`src/rtl/seq_pkg.sv`:
```
// rtl/seq_pkg.sv - shared FSM state type and idle level for the serial sequence family
package seq_pkg;

    typedef enum logic [2:0] {
        IDLE   = 3'd0,
        SHIFT  = 3'd1,
        PARITY = 3'd2,
        GAP    = 3'd3,
        DONE   = 3'd4
    } seq_state_e;

    localparam logic SEQ_IDLE_LVL = 1'b0;

endpackage

```
`src/rtl/seq_pattern_tx_if.sv`:
```
// rtl/seq_pattern_tx_if.sv - request handshake and serial output bundle of seq_pattern_tx
interface seq_pattern_tx_if #(
    parameter int PAT_W = 4,
    parameter int REP_W = 4
);
    logic             req_valid;
    logic             req_ready;
    logic [PAT_W-1:0] req_pattern;
    logic [REP_W-1:0] req_reps;
    logic             abort;
    logic             ser_out;
    logic             ser_valid;
    logic             busy;
    logic             done;

    modport master (
        output req_valid, req_pattern, req_reps, abort,
        input  req_ready, ser_out, ser_valid, busy, done
    );

    modport slave (
        input  req_valid, req_pattern, req_reps, abort,
        output req_ready, ser_out, ser_valid, busy, done
    );
endinterface

```
`src/rtl/seq_shift_reg.sv`:
```
// rtl/seq_shift_reg.sv - parallel-load MSB-first shift register with bit down-counter and last-bit flag
module seq_shift_reg #(
    parameter int PAT_W = 4
) (
    input  logic             clk,
    input  logic             rst,
    input  logic             load,
    input  logic             shift,
    input  logic [PAT_W-1:0] pattern,
    output logic             next_bit,
    output logic             last
);
    localparam int CNT_W = $clog2(PAT_W);

    // rem holds the bits still to come after the one currently on the line
    logic [PAT_W-1:0] rem;
    logic [CNT_W-1:0] cnt;

    always_ff @(posedge clk or posedge rst) begin
        if (rst) begin
            rem <= '0;
            cnt <= '0;
        end else if (load) begin
            rem <= pattern << 1;
            cnt <= CNT_W'(PAT_W - 1);
        end else if (shift) begin
            rem <= rem << 1;
            cnt <= (cnt == '0) ? '0 : cnt - 1'b1;
        end
    end

    assign next_bit = load ? pattern[PAT_W-1] : rem[PAT_W-1];
    assign last     = (cnt == '0);
endmodule

```
`src/rtl/seq_pattern_tx.sv`:
```
// rtl/seq_pattern_tx.sv - serial pattern transmitter; SEQ_TX_PARITY_EN adds an even-parity bit per repetition
module seq_pattern_tx
    import seq_pkg::*;
#(
    parameter int   PAT_W    = 4,
    parameter int   REP_W    = 4,
    parameter int   GAP_CYC  = 0,
    parameter logic IDLE_LVL = SEQ_IDLE_LVL
) (
    input logic             clk,
    input logic             rst,
    seq_pattern_tx_if.slave bus
);
    localparam int GAP_W = (GAP_CYC > 1) ? $clog2(GAP_CYC) : 1;
    localparam logic [GAP_W-1:0] GAP_LAST = GAP_W'((GAP_CYC > 0) ? GAP_CYC - 1 : 0);

    seq_state_e       state, nxt;
    logic [PAT_W-1:0] pat_q, load_pat;
    logic [REP_W-1:0] reps_left;
    logic [GAP_W-1:0] gap_cnt;
    logic             accept, load, shift, rep_end, rep_dec, gap_ld;
    logic             sr_next_bit, sr_last, ser_nxt;
    logic             ready_q, busy_q, done_q, valid_q, ser_q;

    seq_shift_reg #(.PAT_W(PAT_W)) u_shift (
        .clk      (clk),
        .rst      (rst),
        .load     (load),
        .shift    (shift),
        .pattern  (load_pat),
        .next_bit (sr_next_bit),
        .last     (sr_last)
    );

    always_comb begin
        nxt      = state;
        accept   = 1'b0;
        load     = 1'b0;
        shift    = 1'b0;
        rep_end  = 1'b0;
        rep_dec  = 1'b0;
        gap_ld   = 1'b0;
        load_pat = pat_q;
        case (state)
            IDLE: begin
                if (bus.req_valid && ready_q) begin
                    accept = 1'b1;
                    if (bus.req_reps == '0) begin
                        nxt = DONE;
                    end else begin
                        nxt      = SHIFT;
                        load     = 1'b1;
                        load_pat = bus.req_pattern;
                    end
                end
            end
            SHIFT: begin
                if (!sr_last) begin
                    shift = 1'b1;
                end else begin
`ifdef SEQ_TX_PARITY_EN
                    nxt = PARITY;
`else
                    rep_end = 1'b1;
`endif
                end
            end
`ifdef SEQ_TX_PARITY_EN
            PARITY: rep_end = 1'b1;
`endif
            GAP: begin
                if (gap_cnt == '0) begin
                    nxt  = SHIFT;
                    load = 1'b1;
                end
            end
            DONE:    nxt = IDLE;
            default: nxt = IDLE;
        endcase

        if (rep_end) begin
            if (reps_left == '0) begin
                nxt = DONE;
            end else begin
                rep_dec = 1'b1;
                if (GAP_CYC == 0) begin
                    nxt  = SHIFT;
                    load = 1'b1;
                end else begin
                    nxt    = GAP;
                    gap_ld = 1'b1;
                end
            end
        end

        // abort wins over everything except reset; IDLE requests are never aborted
        if (bus.abort && state != IDLE) begin
            nxt     = IDLE;
            load    = 1'b0;
            shift   = 1'b0;
            rep_dec = 1'b0;
            gap_ld  = 1'b0;
        end
    end

    always_comb begin
        ser_nxt = IDLE_LVL;
        case (nxt)
            SHIFT:   ser_nxt = sr_next_bit;
`ifdef SEQ_TX_PARITY_EN
            PARITY:  ser_nxt = ^pat_q;
`endif
            default: ser_nxt = IDLE_LVL;
        endcase
    end

    always_ff @(posedge clk or posedge rst) begin
        if (rst) begin
            state     <= IDLE;
            pat_q     <= '0;
            reps_left <= '0;
            gap_cnt   <= '0;
            ready_q   <= 1'b0;
            busy_q    <= 1'b0;
            done_q    <= 1'b0;
            valid_q   <= 1'b0;
            ser_q     <= IDLE_LVL;
        end else begin
            state <= nxt;
            if (accept) begin
                pat_q     <= bus.req_pattern;
                reps_left <= (bus.req_reps == '0) ? '0 : bus.req_reps - 1'b1;
            end else if (rep_dec) begin
                reps_left <= (reps_left == '0) ? '0 : reps_left - 1'b1;
            end
            if (gap_ld) begin
                gap_cnt <= GAP_LAST;
            end else if (state == GAP && gap_cnt != '0) begin
                gap_cnt <= gap_cnt - 1'b1;
            end
            ready_q <= (nxt == IDLE);
            busy_q  <= (nxt != IDLE);
            done_q  <= (nxt == DONE);
`ifdef SEQ_TX_PARITY_EN
            valid_q <= (nxt == SHIFT) || (nxt == PARITY);
`else
            valid_q <= (nxt == SHIFT);
`endif
            ser_q   <= ser_nxt;
        end
    end

    assign bus.req_ready = ready_q;
    assign bus.busy      = busy_q;
    assign bus.done      = done_q;
    assign bus.ser_valid = valid_q;
    assign bus.ser_out   = ser_q;
endmodule
```
`src/flat_wrapper.sv`:
```
// flat-port wrapper written by rule: the top's interface ports become plain ports
module seq_pattern_tx_flat import seq_pkg::*;
#(
    parameter int   PAT_W    = 4,
    parameter int   REP_W    = 4,
    parameter int   GAP_CYC  = 0,
    parameter logic IDLE_LVL = SEQ_IDLE_LVL
)
  (clk, rst, bus_req_valid, bus_req_pattern, bus_req_reps, bus_abort, bus_req_ready, bus_ser_out, bus_ser_valid, bus_busy, bus_done);
  seq_pattern_tx_if #(.PAT_W(PAT_W), .REP_W(REP_W)) bus_i ();
  input logic clk;
  input logic rst;
  input wire logic [$bits(bus_i.req_valid)-1:0] bus_req_valid;
  input wire logic [$bits(bus_i.req_pattern)-1:0] bus_req_pattern;
  input wire logic [$bits(bus_i.req_reps)-1:0] bus_req_reps;
  input wire logic [$bits(bus_i.abort)-1:0] bus_abort;
  output wire logic [$bits(bus_i.req_ready)-1:0] bus_req_ready;
  output wire logic [$bits(bus_i.ser_out)-1:0] bus_ser_out;
  output wire logic [$bits(bus_i.ser_valid)-1:0] bus_ser_valid;
  output wire logic [$bits(bus_i.busy)-1:0] bus_busy;
  output wire logic [$bits(bus_i.done)-1:0] bus_done;
  assign bus_i.req_valid = bus_req_valid;
  assign bus_i.req_pattern = bus_req_pattern;
  assign bus_i.req_reps = bus_req_reps;
  assign bus_i.abort = bus_abort;
  assign bus_req_ready = bus_i.req_ready;
  assign bus_ser_out = bus_i.ser_out;
  assign bus_ser_valid = bus_i.ser_valid;
  assign bus_busy = bus_i.busy;
  assign bus_done = bus_i.done;
  seq_pattern_tx #(.PAT_W(PAT_W), .REP_W(REP_W), .GAP_CYC(GAP_CYC), .IDLE_LVL(IDLE_LVL)) u_core (.clk(clk), .rst(rst), .bus(bus_i));
endmodule
```
`config.mk`:
```
export PLATFORM = sky130hd
export DESIGN_NAME = seq_pattern_tx_flat
export DESIGN_NICKNAME = d
export VERILOG_FILES = /design/src/rtl/seq_pkg.sv /design/src/rtl/seq_pattern_tx_if.sv /design/src/rtl/seq_shift_reg.sv /design/src/rtl/seq_pattern_tx.sv /design/src/flat_wrapper.sv
export SDC_FILE = /design/constraint.sdc
export NUM_CORES = 1
export LEC_CHECK = 0
export CORE_UTILIZATION = 50
export DETAILED_ROUTE_END_ITERATION = 8
export GPL_TIMING_DRIVEN = 1
export PLACE_DENSITY = 0.75
export SLEW_MARGIN = 15
export SYNTH_ARGS = -nofsm -noshare
export SYNTH_HDL_FRONTEND = slang
export SYNTH_SLANG_ARGS = --single-unit
```
`constraint.sdc`:
```
create_clock -name clk -period 2.7 [get_ports clk]
set_input_delay 0.27 -clock clk [delete_from_list [all_inputs] [get_ports clk]]
set_output_delay 0.27 -clock clk [all_outputs]
set_load 0.01 [all_outputs]
```
After elaboration in Yosys (flattened, before gate mapping)

Cells that the tools add are included.

Add/subtract/negate cells: 4
Equal/unequal tests: 4
Mux-type cells: 38
Reduce and logical (&&, ||, !) cells: 12

Operators by type and width:

| cell                                                                | count |
|---|---|
| 4-bit two-way mux                                                   | 9 |
| 1-bit two-way mux                                                   | 18 |
| 3-bit two-way mux                                                   | 6 |
| 3-bit case mux with 3 select lines                                  | 1 |
| 4-bit logical NOT                                                   | 2 |
| 4-bit by 1-bit subtractor with 4-bit output (second input constant) | 2 |
| 3-bit by 1-bit == test with 1-bit output (second input constant)    | 2 |
| 3-bit logical NOT                                                   | 2 |
| 2-bit two-way mux                                                   | 3 |
| 3-bit nonzero test                                                  | 2 |
| 2-bit nonzero test                                                  | 2 |
| 3-bit by 2-bit == test with 1-bit output (second input constant)    | 1 |
| 3-bit == test (second input constant)                               | 1 |
| 1-bit logical AND                                                   | 3 |
| 2-bit logical NOT                                                   | 1 |
| 1-bit case mux with 2 select lines                                  | 1 |
| 2-bit by 1-bit subtractor with 2-bit output (second input constant) | 1 |
| 1-bit subtractor (second input constant)                            | 1 |

Register bits after elaboration: 23
Logic and storage cells: 69

Depth between registers and ports, before layout

Gate-level depths: netlist (run 1).

Word-level depth: 9
Gate-level depth with buffers: 5
Mapped depth without buffers: 4

By module

Synthesis (run 1) repeated with hierarchy kept, for this count alone.

Cells, all modules: 104
Area, all modules: 1113.6 um^2

Modules (own cells, without submodules):

| module         | times used | cells an instance | area each (um^2) | sequential area each (um^2) |
|---|---|---|---|---|
| seq_pattern_tx | 1          | 81                | 874.6            | 425.4 |
| seq_shift_reg  | 1          | 23                | 239.0            | 125.1 |

Worst setup path after synthesis (run 1)

Ideal clock, no wire load.

Path type: reg2reg
Start: register u_core.state[2]
End: register u_core.reps_left[0]
Setup time: 121 ps
Arrival: 1712 ps
Required time: 2579 ps
Setup slack: 867 ps
Stages on the path, launching flop included: 5
Clock period less this slack: 1833 ps
Cell sequence: dfrtp_1 > or4b_4 > or3_4 > a21o_1 > a22o_1

Cells in the longest elaborated chain, start to end: 5
Elaborated cells on any way between the ends: 10
Classes of those cells: eq/ne: 1; mux: 5; reduce/logical: 4

RTL lines:

| element                                  | line                  | RTL |
|---|---|---|
| start, declared                          | seq_pattern_tx.sv:17  | `seq_state_e state, nxt;` |
| start signal, assigned                   | seq_pattern_tx.sv:129 | `state <= nxt;` |
| 3-bit by 1-bit == test with 1-bit output | seq_pattern_tx.sv:44  | `case (state)` |
| 1-bit two-way mux                        | seq_pattern_tx.sv:44  |  |
| 1-bit two-way mux                        | seq_pattern_tx.sv:81  | `if (rep_end) begin` |
| 1-bit two-way mux                        | seq_pattern_tx.sv:97  | `if (bus.abort && state != IDLE) begin` |
| 2-bit nonzero test (no source line)      | -                     |  |
| end signal, assigned                     | seq_pattern_tx.sv:132 | `reps_left <= (bus.req_reps == '0) ? '0 : bus.req_reps - 1'b1;` |
| end signal, assigned                     | seq_pattern_tx.sv:134 | `reps_left <= (reps_left == '0) ? '0 : reps_left - 1'b1;` |
| end, declared                            | seq_pattern_tx.sv:19  | `logic [REP_W-1:0] reps_left;` |

Several ways; a longest one is shown, not always the timed one.
A chain may end at the register's enable or synchronous reset.

Final worst setup path (run 1)

Same ends and word-level chain as after synthesis.

==> out/qor.yml, run 1 <==
cells_and_area:
  nets: 133
  area_delta_synth_final_pct: 20.67
  diodes: 0
  drive_above_1_share: 0.1417
  fin_cells: 147
clock_tree:
  cts.sinks: 22
  cts_resized: 0
  postCtsSetupBuffers: 0
  cts_buffers: 3
  htree_num_levels: 1
  cts_tree: "yes"
  clk_path_buf_depth: 2
  cts-root-buf: "clkbuf_4"
  clk_pin_slew_ns: 0.12
  insertion_delay_ns: 0.31
  postCtsHoldBufs: 0
global_routing:
  grt_pass1_vias: 858
  antenna_found_initial: 0
  grt_pass1_wl_um: 3650
  grt-ovfl-total: 0
  grt_usage: 0.2042
  grt_start_max_net_pins: 23
timing:
  setup_tns_ns: 0
  setup_ws_ns: 0.7402
  worst_slew_pin_slew_ns: 0.8003
  rsz0062_at_grt: "no"
  setup_violations: 0
  fin_crit_sh: 0.7258
  maxSlewHeadroom: 0.4659
  period_needed_ns: 1.960
  drv_slew: 0
  finalHoldViolCount: 0
  fmax_mhz: 510.3
  finalClockSkew_ns: 0.003053
routing:
  drt_wl_total_um: 2053
  wire_per_inst_um: 13.97
  vias: 864
  ant_nets: 0
  first_pass_iters: 4
  drt_iter0_markers: 18
  vias_per_cell: 5.878
  route.detailed.drc: 0
critical_path:
  cp-startpoint: "u_core.state[2]$_DFF_PP0_"
  criticalPathCategory: "reg -> reg"
  critPathTopFamily: "simple AND/OR/NAND/NOR gates"
  cp.arrival_ns: 2.17
  worst_setup_path_end_kind: "flop"
  crit_path_end: "u_core.reps_left[0]$_DFFE_PP0P_"
  cp_slowest_cell: "or4b_4"
  r2r_end: "u_core.reps_left[0]$_DFFE_PP0P_"
  reg2regPathDepth: 4
  crit_buf_inv: 0
  critPathLaunchType: "flop"
  reg2reg_slack_ns: 0.74
  cp.depth: 4
  crit_required_ns: 2.91
  cpPeakStageDelay_ns: 0.56
  timing.rr.start: "u_core.state[2]$_DFF_PP0_"
  cp_cell_sequence: "or4b_4 -> or3_4 -> a21o_1 -> a22o_1"
  cp_max_fo: 7
floorplanning:
  dieArea_mm2: 0.002344
  die_y_um: 48.42
  core_mm2: 0.002002
  start_util: 0.5381
  rows: 16
  num_io_pins: 17
  die_x_um: 48.42
synth:
  synth_edf_count: 0
  synth.avg_cell_area_um2: 10.56
  synth_fp_nets: 114
  yosys_most_used_dff: "dfrtp_1"
  syn_inst: 102
  synth_warnings: 0
  synth_area_mm2: 0.001077
  ys_async_sr_fraction: 1.000
  seq_area_frac_synth: 0.5110
  synth_cell_type_count: 36
  ys_seq_elements: 22
placed_design:
  dp_hpwl_um: 1537
  dp_cells: 143
  portBuffers: 16
  pre_cts_ws_ns: 0.5930
  gp_congestion: 0.7639
flow_run:
  max_cap_violations: 0
run_status:
  run_status: "complete, no violations"
power:
  p_int_w: 0.0007868
  power_density_mw_per_mm2: 920.5
  p_sw_w: 0.0004098
  p_comb_frac: 0.393
  power_frac_clock: 0.150
  p_leak_nw: 0.5550
  power_frac_seq: 0.458
  swShare: 0.3425
  ir_worst_vdd_mv: 0.4525
hold_path:
  hold_path.class: "in -> async"
==> synthesized netlist by cell type, types with 2 or more instances <==
master / number / area share
a211oi_1: 2 / 0.014
a21o_1: 2 / 0.014
a21oi_1: 3 / 0.014
a22oi_1: 3 / 0.021
and2_1: 2 / 0.012
clkbuf_1: 2 / 0.0070
dfrtp_1: 22 / 0.51
inv_1: 6 / 0.021
mux2_2: 4 / 0.042
mux2i_1: 3 / 0.028
nand2_1: 8 / 0.028
nand3_1: 3 / 0.014
nor2_1: 4 / 0.014
nor4b_1: 2 / 0.016
o21a_1: 2 / 0.014
o21ai_0: 5 / 0.023
o22ai_1: 5 / 0.029
o311ai_0: 2 / 0.016
or2_2: 4 / 0.023
or3_2: 2 / 0.014
==> sequential cells by signal (all words and copies together) (netlist names) <==
| name | count |
|---|---|
| u_core.bus.req_ready | 1 |
| u_core.u_shift.cnt | 2 |
| u_core.bus.busy | 1 |
| u_core.pat_q | 4 |
| u_core.bus.ser_valid | 1 |
| u_core.gap_cnt | 1 |
| u_core.bus.done | 1 |
| u_core.bus.ser_out | 1 |
| u_core.state | 3 |
| u_core.reps_left | 4 |
| u_core.u_shift.rem | 3 |
==> cell usage in the layout, fill, tap and decap left out, types with 2 or more instances in the layout <==
| cell | instances |
|---|---|
| dfrtp_1 | 22 |
| clkdlybuf4s50_1 | 16 |
| nand2_1 | 8 |
| inv_1 | 6 |
| o21ai_0 | 5 |
| o22ai_1 | 5 |
| mux2_2 | 4 |
| or2_2 | 4 |
| nor2_1 | 4 |
| nand3_1 | 3 |
| a21oi_1 | 3 |
| mux2i_1 | 3 |
| a22oi_1 | 3 |
| clkbuf_4 | 3 |
| nor4b_1 | 2 |
| or3_2 | 2 |
| and2_1 | 2 |
| a21o_1 | 2 |
| o21a_1 | 2 |
| a211oi_1 | 2 |
| o311ai_0 | 2 |
==> per-layer routing <==
metal	track usage	vias up	wire, um
met5	0	-	0
met4	0.04412	0	13
li1	-	421	-
met1	0.2459	425	933
met3	0.05975	2	81
met2	0.3615	16	1025
==> worst reg2reg max path, stage by stage, from the launching register on <==
cell and delay [ns]:
dfrtp_1 0.47, or4b_4 0.56, or3_4 0.39, a21o_1 0.21, a22o_1 0.23
==> cell families (layout without fill, tap and decap cells) <==
| kind of cell | after synthesis | in the layout | synth area share |
|---|---|---|---|
| buffers and inverters | 8 | 26 | 0.02788 |
| flip-flops | 22 | 22 | 0.5110 |
| AND/OR/NAND/NOR | 36 | 36 | 0.2044 |
| AO/OA/AOI/OAI | 28 | 28 | 0.1788 |
| XOR/XNOR | 1 | 1 | 0.008132 |
| multiplexers | 7 | 7 | 0.06968 |
==> worst min-delay path by stage <==
stage	start	end	slack, ns	depth (start not counted)
floorplan	rst	u_core.bus.busy$_DFF_PP0_	0.26	1
global placement	u_core.pat_q[3]$_DFFE_PP0P_	u_core.pat_q[3]$_DFFE_PP0P_	0.47	2
detailed placement	u_core.pat_q[3]$_DFFE_PP0P_	u_core.pat_q[3]$_DFFE_PP0P_	0.47	2
CTS	rst	u_core.bus.ser_valid$_DFF_PP0_	0.44	2
global route	rst	u_core.u_shift.rem[2]$_DFFE_PP0P_	0.51	2
finish	rst	u_core.gap_cnt$_DFFE_PP0P_	0.40	2
==> power groups by stage <==
stage	Sequential [W]	Clock [W]	Combinational, W
after global placement	0.000548	0	0.000462
after CTS	0.000547	0.000180	0.000475
final	0.000548	0.000179	0.000470
after global routing	0.000563	0.000195	0.000523
after detailed placement	0.000554	0	0.000473
after floorplan	0.000546	0	0.000325
==> layout make-up <==
class,instances,area [um2]
Tap cell,27,33.78
Timing Repair Buffer,16,160.2
Inverter,6,22.52
Fill cell,177,701.9
Multi-Input combinational cell,72,496.7
Clock buffer,4,36.28
Sequential cell,22,550.5
==> through the flow <==
| stage | area [um2] | hold WS, ns | utilization | total power (W) |
|---|---|---|---|---|
| after CTS | 1300 | 0.4432 | 0.6494 | 0.001202 |
| after global routing | 1300 | 0.5053 | 0.6494 | 0.001281 |
| final | 1300 | 0.4020 | 0.6494 | 0.001197 |
| after floorplan | 1077 | 0.2592 | - | 0.0008716 |
| after global placement | 1264 | 0.4657 | 0.6313 | 0.001011 |
| after detailed placement | 1264 | 0.4710 | 0.6313 | 0.001028 |
No activity file was read; power rests on OpenSTA's default activity.
==> inputs of run 2 (changes only) <==
Clock period 2.7 ns to 2 ns, I/O delays scaled along.
==> out/qor.yml, run 2 (synthesis gave the netlist of run 1 again) <==
run_status:
  run_status: "complete, no violations"
routing:
  ant_nets: 0  # unchanged
  wire_per_inst_um: 13.88  # -0.60%
  route.detailed.drc: 0  # unchanged
  vias: 884  # +2.3%
  drt_wl_total_um: 2124  # +3.5%
  first_pass_iters: 4  # unchanged
  drt_iter0_markers: 9  # -9
  vias_per_cell: 5.778  # -1.7%
cells_and_area:
  fin_cells: 153  # +4.1%
  post-route-util: 0.6806  # +0.03125
  mostFrequentLayoutCell: "dfrtp_1"
  diodes: 0  # unchanged
  drive_above_1_share: 0.1905  # +0.04881
  nets: 139  # +4.5%
  reg_top3: "u_core.pat_q: 4 flops, u_core.reps_left: 4 flops"
  final_cell_mix: "dfrtp_1 (21), clkdlybuf4s50_1 (16), nand2_1 (8)"
  area_delta_synth_final_pct: 26.48
placed_design:
  pre_cts_ws_ns: 0.004409  # -0.5886 ns
  dp_hpwl_um: 1612  # +4.9%
  portBuffers: 16  # unchanged
  gp_congestion: 0.8219  # +7.6%
  dp_cells: 149  # +4.2%
clock_tree:
  insertion_delay_ns: 0.32  # about the same
  htree_num_levels: 1  # unchanged
  cts.sinks: 22  # unchanged
  cts-root-buf: "clkbuf_4"
  clk_pin_slew_ns: 0.13  # about the same
  cts_tree: "yes"
  postCtsSetupBuffers: 0  # unchanged
  clk_path_buf_depth: 2  # unchanged
  cts_buffers: 3  # unchanged
power:
  total_power_w: 0.001759  # +47%
  ir_worst_vdd_mv: 0.9364  # +110%
  p_comb_frac: 0.381  # -0.012
  power_density_mw_per_mm2: 1291  # +40%
  power_frac_clock: 0.199  # +0.049
  p_sw_w: 0.0005808  # +42%
  power_frac_seq: 0.420  # -0.038
  p_leak_nw: 0.5893  # +6.2%
  swShare: 0.3303  # -0.01224
  p_int_w: 0.001178  # +50%
timing:
  finalHoldViolCount: 0  # unchanged
  finalClockSkew_ns: 0.0009747  # -0.002079 ns
  worst_slew_pin_slew_ns: 0.3922  # -0.4081 ns
  setup_violations: 0  # unchanged
  maxSlewHeadroom: 0.7348  # +0.2690
  rsz0062_at_grt: "no"
  drv_slew: 0  # unchanged
  setup_tns_ns: 0  # unchanged
  setup_ws_ns: 0.07685  # -0.6634 ns
  fmax_mhz: 520.0  # +1.9%
  fin_crit_sh: 0.9616  # +0.2357
  period_needed_ns: 1.923  # -0.03664 ns
floorplanning:
  dieArea_mm2: 0.002344  # unchanged
  rows: 16  # unchanged
  core_mm2: 0.002002  # unchanged
  num_io_pins: 17  # unchanged
  die_x_um: 48.42  # unchanged
  die_y_um: 48.42  # unchanged
  start_util: 0.5381  # unchanged
global_routing:
  grt_start_max_net_pins: 23  # unchanged
  grt_usage: 0.2058  # +0.001636
  antenna_found_initial: 0  # unchanged
  grt-ovfl-total: 0  # unchanged
  grt_pass1_wl_um: 3629  # -0.58%
  grt_pass1_vias: 837  # -2.4%
critical_path:
  cp.arrival_ns: 2.14  # -0.03 ns
  cp_max_fo: 4  # -3
  criticalPathCategory: "reg -> reg"
  crit_required_ns: 2.22  # -0.69 ns
  worst_setup_path_end_kind: "flop"
  critPathLaunchType: "flop"
hold_path:
  hold_path.class: "in -> async"
flow_run:
  max_cap_violations: 0  # unchanged
[run 2: cell count changes in the layout (fill, tap and decap cells not counted)]
cell / before / now
buf_4: 0 / 6
bufinv_16: 0 / 1
clkbuf_8: 1 / 0
dfrtp_1: 22 / 21
dfrtp_2: 0 / 1
o21ai_0: 5 / 4
o21ai_1: 0 / 1
o311ai_0: 2 / 1
o311ai_1: 0 / 1
[run 2: timing repair]
item                                    CTS  global route
resized for setup                         0             3
hold buffers                              0             0
endpoints found under the setup margin    0             2
hold endpoints to repair                  0             0
[run 2: through the flow]
step           hold WS, ns  area [um2]
4_1_cts             0.2089        1361
5_1_grt             0.2259        1363
3_3_place_gp        0.4704        1309
3_5_place_dp        0.4714        1309
2_1_floorplan       0.1892        1077
6_report            0.1991        1363
[run 2: final timing paths]
kind,startpoint,to,slack [ns],cells after the start
worst max-delay path,u_core.u_shift.cnt[1]$_DFFE_PP0P_,u_core.reps_left[0]$_DFFE_PP0P_,0.08,4
worst min-delay path,rst,u_core.reps_left[3]$_DFFE_PP0P_,0.20,3
worst max register to register,u_core.u_shift.cnt[1]$_DFFE_PP0P_,u_core.reps_left[0]$_DFFE_PP0P_,0.08,4
worst min register to register,u_core.pat_q[3]$_DFFE_PP0P_,u_core.pat_q[3]$_DFFE_PP0P_,0.50,2
max in group asynchronous,rst,u_core.state[0]$_DFF_PP0_,1.57,3
min in group clk,bus_req_pattern[3],u_core.pat_q[3]$_DFFE_PP0P_,0.47,3
[run 2: routing by layer]
layer,GRT usage,wire (um),vias to the layer above
li1,-,-,428
met1,0.2614,979,431
met2,0.3451,1052,21
met3,0.04088,67,4
met4,0.08333,24,0
met5,0,0,-
[run 2: cell type report]
| cell class | instances | area, um2 |
|---|---|---|
| multi-input combinational | 72 | 496.7 |
| sequential | 22 | 551.8 |
| tap | 27 | 33.78 |
| inverter | 6 | 22.52 |
| timing repair buffer | 22 | 205.2 |
| clock buffer | 3 | 22.52 |
| fill | 164 | 639.4 |
| clock inverter | 1 | 30.03 |
[run 2: power by group through the flow]
stage	combinational [W]	clock, W	sequential, W
2_1_floorplan	0.000439	0	0.000738
3_3_place_gp	0.000649	0	0.000742
3_5_place_dp	0.000669	0	0.000746
4_1_cts	0.000671	0.000351	0.000736
5_1_grt	0.000742	0.000372	0.000760
6_report	0.000671	0.000349	0.000739
[run 2: worst max-delay path, cell delays in order, from the launching register on]
cell,delay (ns)
dfrtp_1,0.41
or4b_4,0.56
or3_4,0.40
a21o_1,0.22
a22o_1,0.24
